## src/rtl/mem_arbiter.sv

```systemverilog
// mem_arbiter: shares one memory port between an instruction-fetch side and a
// data (load/store) side. Only one access is outstanding at a time. Data wins
// ties because it belongs to the older instruction. A wait counter aborts an
// access that the memory never completes.
module mem_arbiter #(
    parameter logic [7:0] TIMEOUT = 8'd255
) (
    input  logic        clk,
    input  logic        rst,
    input  logic        i_req,
    input  logic [31:0] i_addr,
    output logic [31:0] i_rdata,
    output logic        i_stall,
    input  logic        d_req,
    input  logic        d_we,
    input  logic [31:0] d_addr,
    input  logic [31:0] d_wdata,
    output logic [31:0] d_rdata,
    output logic        d_stall,
    output logic        mem_req,
    output logic        mem_we,
    output logic [31:0] mem_addr,
    output logic [31:0] mem_wdata,
    input  logic [31:0] mem_rdata,
    input  logic        mem_ready,
    output logic        bus_err
);

    typedef enum logic [1:0] {
        IDLE  = 2'd0,
        IBUSY = 2'd1,
        DBUSY = 2'd2
    } state_t;

    state_t      r_state;
    state_t      w_nextState;

    logic        r_iSrv;
    logic        r_dSrv;
    logic [7:0]  r_cnt;
    logic        r_memWe;
    logic [31:0] r_memAddr;
    logic [31:0] r_memWdata;
    logic [31:0] r_iRdata;
    logic [31:0] r_dRdata;
    logic        r_busErr;

    logic        w_iStall;
    logic        w_dStall;
    logic        w_advance;
    logic        w_busy;
    logic [7:0]  w_cntNext;
    logic        w_grantI;
    logic        w_grantD;
    logic        w_complete;
    logic        w_timeout;
    logic        w_finish;

    // A side stalls until its request has been served in this pipeline step;
    // the pipeline advances only when neither side stalls.
    assign w_iStall  = i_req & ~r_iSrv;
    assign w_dStall  = d_req & ~r_dSrv;
    assign w_advance = ~w_iStall & ~w_dStall;
    assign w_busy    = (r_state != IDLE);
    assign w_cntNext = r_cnt + 8'd1;
    assign w_finish  = w_complete | w_timeout;

    assign i_stall   = w_iStall;
    assign d_stall   = w_dStall;
    assign mem_req   = w_busy;
    assign mem_we    = r_memWe;
    assign mem_addr  = r_memAddr;
    assign mem_wdata = r_memWdata;
    assign i_rdata   = r_iRdata;
    assign d_rdata   = r_dRdata;
    assign bus_err   = r_busErr;

    // State register; reset always returns to IDLE, discarding any access in flight.
    always_ff @(posedge clk) begin
        if (rst) begin
            r_state <= IDLE;
        end else begin
            r_state <= w_nextState;
        end
    end

    // Arbitration and completion decode: data side first, abort when the wait
    // counter would reach TIMEOUT on a cycle without mem_ready.
    always_comb begin
        w_nextState = r_state;
        w_grantI    = 1'b0;
        w_grantD    = 1'b0;
        w_complete  = 1'b0;
        w_timeout   = 1'b0;
        unique case (r_state)
            IDLE: begin
                if (d_req && !r_dSrv) begin
                    w_grantD    = 1'b1;
                    w_nextState = DBUSY;
                end else if (i_req && !r_iSrv) begin
                    w_grantI    = 1'b1;
                    w_nextState = IBUSY;
                end
            end
            IBUSY, DBUSY: begin
                if (mem_ready) begin
                    w_complete  = 1'b1;
                    w_nextState = IDLE;
                end else if (w_cntNext == TIMEOUT) begin
                    w_timeout   = 1'b1;
                    w_nextState = IDLE;
                end
            end
            default: begin
                w_nextState = IDLE;
            end
        endcase
    end

    // Datapath: latch the granted request onto the memory port, capture read
    // data, maintain served flags, wait counter and the sticky error flag.
    always_ff @(posedge clk) begin
        if (rst) begin
            r_iSrv     <= 1'b0;
            r_dSrv     <= 1'b0;
            r_cnt      <= 8'd0;
            r_memWe    <= 1'b0;
            r_memAddr  <= 32'd0;
            r_memWdata <= 32'd0;
            r_iRdata   <= 32'd0;
            r_dRdata   <= 32'd0;
            r_busErr   <= 1'b0;
        end else begin
            if (w_grantD) begin
                r_memWe    <= d_we;
                r_memAddr  <= d_addr;
                r_memWdata <= d_wdata;
                r_cnt      <= 8'd0;
            end else if (w_grantI) begin
                r_memWe    <= 1'b0;
                r_memAddr  <= i_addr;
                r_cnt      <= 8'd0;
            end else if (w_busy && !mem_ready) begin
                r_cnt      <= w_cntNext;
            end

            if (w_complete && r_state == IBUSY) begin
                r_iRdata <= mem_rdata;
            end
            if (w_complete && r_state == DBUSY && !r_memWe) begin
                r_dRdata <= mem_rdata;
            end
            if (w_timeout) begin
                r_busErr <= 1'b1;
                if (r_state == IBUSY) begin
                    r_iRdata <= 32'd0;
                end else begin
                    r_dRdata <= 32'd0;
                end
            end

            if (w_advance) begin
                r_iSrv <= 1'b0;
                r_dSrv <= 1'b0;
            end
            if (w_finish && r_state == IBUSY) begin
                r_iSrv <= i_req;
            end
            if (w_finish && r_state == DBUSY) begin
                r_dSrv <= d_req;
            end
        end
    end

endmodule

```

## config.mk

```make
export PLATFORM = sky130hd
export DESIGN_NAME = mem_arbiter
export DESIGN_NICKNAME = d
export VERILOG_FILES = /design/src/rtl/mem_arbiter.sv
export SDC_FILE = /design/constraint.sdc
export NUM_CORES = 1
export LEC_CHECK = 0
export BUFFER_PORTS_ARGS = -buffer_cell sky130_fd_sc_hd__buf_2
export CAP_MARGIN = 5
export CELL_PAD_IN_SITES_DETAIL_PLACEMENT = 1
export CELL_PAD_IN_SITES_GLOBAL_PLACEMENT = 2
export CORE_ASPECT_RATIO = 1.1
export CORE_MARGIN = 2
export CORE_UTILIZATION = 26
export CTS_BUF_LIST = sky130_fd_sc_hd__clkbuf_4 sky130_fd_sc_hd__clkbuf_8
export DETAILED_ROUTE_END_ITERATION = 7
export PLACE_DENSITY = 0.88
export SLEW_MARGIN = 40
export SYNTH_ARGS = -nofsm -noshare
export SYNTH_HDL_FRONTEND = slang
export SYNTH_SLANG_ARGS = --single-unit
```

## constraint.sdc

```tcl
create_clock -name clk -period 2.5 [get_ports clk]
set_input_delay 0.625 -clock clk [delete_from_list [all_inputs] [get_ports clk]]
set_output_delay 0.625 -clock clk [all_outputs]
set_load 0.01 [all_outputs]
```

==> key figures <==
Power and ir drop
  • Power density normalized to cell area: 746 mW/mm²
  • Pwr Total: 0.00554 W
  • Leakage component of the power: 3.43 nW
  • Peak ir drop on the vdd network: 0.296 mV

Detailed routing
  • DRC marker count from the first detailed-route iteration: 177
  • Total vias in the final route: 5,360
  • Drc violations: 0
  • Mean routed wirelength per cell: 15.4 µm
  • Total iterations of the first detailed-routing run: 4
  • Antenna-violating nets left: 0
  • Drt total wl: 17.8 mm
  • Via density: 4.66

Synth
  • Cell area after technology mapping: 0.00541 mm²
  • Top post-synthesis cells by area: sky130_fd_sc_hd__dfxtp_1 53%, sky130_fd_sc_hd__nand2_1 14%, sky130_fd_sc_hd__a21oi_1 6.1%
  • Syn. warnings: 0
  • Combinational family with the most area after synthesis: simple AND/OR/NAND/NOR gates
  • Register bit total from synthesis: 142
  • Fraction of synthesized cell area taken by the top area cell type: 0.525
  • Area fraction in compound gates after synthesis: 0.196
  • Fraction of synthesized cell area in xor and xnor cells: 0.0113
  • Mux cell area share after synthesis: 0.00185
  • Number of enable flip-flop cells after synthesis: 0
  • Most used DFF post-synth: sky130_fd_sc_hd__dfxtp_1
  • Post-Syn Nets: 769
  • Post-synthesis adder-cell area fraction: 0.0116
  • Yosys cell types: 46
  • Largest area contributor in the synthesized netlist: sky130_fd_sc_hd__dfxtp_1
  • Share of synthesized cell area in and, or, nand and nor gates: 0.205
  • Async set or reset register ratio after synthesis: 0
  • Proportion of synthesized chip area in sequential cells: 0.525
  • Syn Inst Count: 630
  • Mean post-synth cell area: 8.59 µm²

Global routing
  • Number of antenna violations at the first check in global routing: 1
  • Overflow after GRT: 0
  • Via count of the first global-routing pass: 5,511
  • First-pass GRT wire length: 28.6 mm
  • Pin count of the biggest net entering global routing: 67
  • Total global-route track usage: 0.163

Die
  • Number of primary I/O pins: 267
  • Vertical die dimension: 155 µm
  • Initial core utilization: 0.264
  • Die Area: 0.0220 mm²
  • Die outline width: 142 µm
  • Row cnt: 55
  • Area inside the core boundary: 0.0205 mm²

STA
  • Transition at the pin with the smallest max-transition slack: 0.481 ns
  • Final worst clock skew: 0.0164 ns
  • Total setup violations reported at the end of the flow: 0
  • Setup TNS: 0 ns
  • Number of max-slew violations in the final report: 0
  • Setup repair after global routing missed its margin: false
  • Post-route setup slack: 0.271 ns
  • Final number of hold-violating endpoints: 0
  • Normalized max-slew margin: 0.675
  • F_max: 0.449 GHz
  • Tcrit/Tclk final: 0.892
  • Post-layout min period: 2.23 ns

Layout
  • Total area of multi-input combinational cells: 0.00232 mm²
  • Layout filler cell count: 2,539
  • Most common library cell in the layout ignoring fill and taps: sky130_fd_sc_hd__buf_2
  • Synth-to-layout area growth: 37.1%
  • Diodes inserted: 0
  • Layout cell share with drive strength beyond 1: 0.368
  • Commonest cells after routing, fill and taps aside: 266 x sky130_fd_sc_hd__buf_2, 199 x sky130_fd_sc_hd__nand2_1, 142 x sky130_fd_sc_hd__dfxtp_1, 66 x sky130_fd_sc_hd__a21oi_1, 47 x sky130_fd_sc_hd__nor2_1
  • Register area: 0.00284 mm²
  • Final Net Count: 1,021

Placement
  • Setup WS pre-CTS: 0.263 ns
  • Buffers on Ports: 266
  • Hpwl dp: 12.8 mm
  • RePlAce Congestion: 0.778

Clock network
  • Post-CTS setup buffers: 0
  • Clock root buffer master: sky130_fd_sc_hd__clkbuf_8
  • Clock Sinks: 142
  • Post-cts repair resize count: 0
  • Max Buffers Root-to-Sink: 2
  • H-tree level count: 4
  • Hold buffers post-CTS: 0
  • CTS tree: done
  • Number of buffers added by the clock tree synthesis step: 17
  • Clk slew on worst S/H paths: 0.10 ns
  • Clock insertion delay at the later pin of the skew report: 0.45 ns

Worst setup path
  • Data arrival at the endpoint of the critical path: 2.55 ns
  • Data required time of the critical path: 2.82 ns
  • Kind of capture point of the worst setup path: flip-flop
  • Startpoint kind of the worst setup timing path: flip-flop
  • Maximum fanout count along the critical path: 23
  • Category of the most critical setup path: flip-flop to flip-flop

Worst hold path
  • Min-delay worst type: primary input to flip-flop

Outcome
  • Outcome: completed

Run
  • Max-cap violations: 0
[per-stage QoR]
stage	util	hold slack [ns]	cells	instance area [µm²]
6_report	0.362	0.404	1151	7420
5_1_grt	0.362	0.370	1151	7420
4_1_cts	0.362	0.365	1151	7420
3_5_place_dp	0.341	0.445	1119	7000
3_3_place_gp	0.341	0.439	1119	7000
2_1_floorplan	-	0.469	630	5410
[critical path: stages, from the launching register on]
cell and delay (ns):
sky130_fd_sc_hd__dfxtp_1 0.45, sky130_fd_sc_hd__ha_1 0.21, sky130_fd_sc_hd__nand4_1 0.09, sky130_fd_sc_hd__or4_4 0.53
sky130_fd_sc_hd__o2bb2a_4 0.27, sky130_fd_sc_hd__a31oi_4 0.10, sky130_fd_sc_hd__buf_4 0.24, sky130_fd_sc_hd__a22o_1 0.22
[flip-flops by register name, indices dropped and copies added (netlist names)]
| name | count |
|---|---|
| mem_wdata | 32 |
| r_state | 2 |
| d_rdata | 32 |
| bus_err | 1 |
| r_iSrv | 1 |
| mem_addr | 32 |
| i_rdata | 32 |
| mem_we | 1 |
| r_dSrv | 1 |
| r_cnt | 8 |
[path summary, 6_finish.rpt]
kind	startpoint	endpoint	slack (ns)	cells after the start
worst max-delay path	r_cnt[1]$_SDFFE_PP0P_	i_rdata[18]$_SDFF_PP0_	0.27	7
worst min-delay path	d_wdata[26]	mem_wdata[26]$_SDFFE_PP0P_	0.40	3
worst max register to register	r_cnt[1]$_SDFFE_PP0P_	i_rdata[18]$_SDFF_PP0_	0.27	7
worst min register to register	d_rdata[11]$_SDFF_PP0_	d_rdata[11]$_SDFF_PP0_	0.45	2
[logic make-up (layout without fill, tap and decap cells)]
logic type      after synthesis  after routing
mux                           1              1
flops                       142            142
buf+inv                      55            320
compound gates              146            146
fa+ha+maj                     5              5
xor+xnor                      7              7
simple gates                274            274
[routing by layer]
layer | up-vias | GRT usage | share of wire
met4 | 0 | 0.0514 | 0.016
met2 | 203 | 0.271 | 0.46
met3 | 23 | 0.0668 | 0.094
met5 | - | 0 | 0
met1 | 2482 | 0.193 | 0.43
li1 | 2652 | - | -
[synthesized netlist by cell type (5+ instances only)]
| cell | number |
|---|---|
| sky130_fd_sc_hd__a311oi_1 | 32 |
| sky130_fd_sc_hd__a21oi_1 | 66 |
| sky130_fd_sc_hd__inv_1 | 8 |
| sky130_fd_sc_hd__clkbuf_1 | 30 |
| sky130_fd_sc_hd__a22o_1 | 30 |
| sky130_fd_sc_hd__nand2_1 | 200 |
| sky130_fd_sc_hd__ha_1 | 5 |
| sky130_fd_sc_hd__nor2_1 | 49 |
| sky130_fd_sc_hd__dfxtp_1 | 142 |
| sky130_fd_sc_hd__buf_1 | 6 |
[power breakdown]
group	internal [W]	switching (W)
Sequential	0.00244	0.0000881
Combinational	0.000415	0.000628
Clock	0.000955	0.00101
Total	0.00381	0.00173
[final cells by class]
class,count,area share
Inverter,8,0.00405
Multi-Input combinational cell,433,0.313
Clock buffer,18,0.0334
Sequential cell,142,0.383
Timing Repair Buffer,280,0.200
Clock inverter,14,0.0233
Tap cell,256,0.0432
Note: power is estimated with default switching activity, not from simulation.
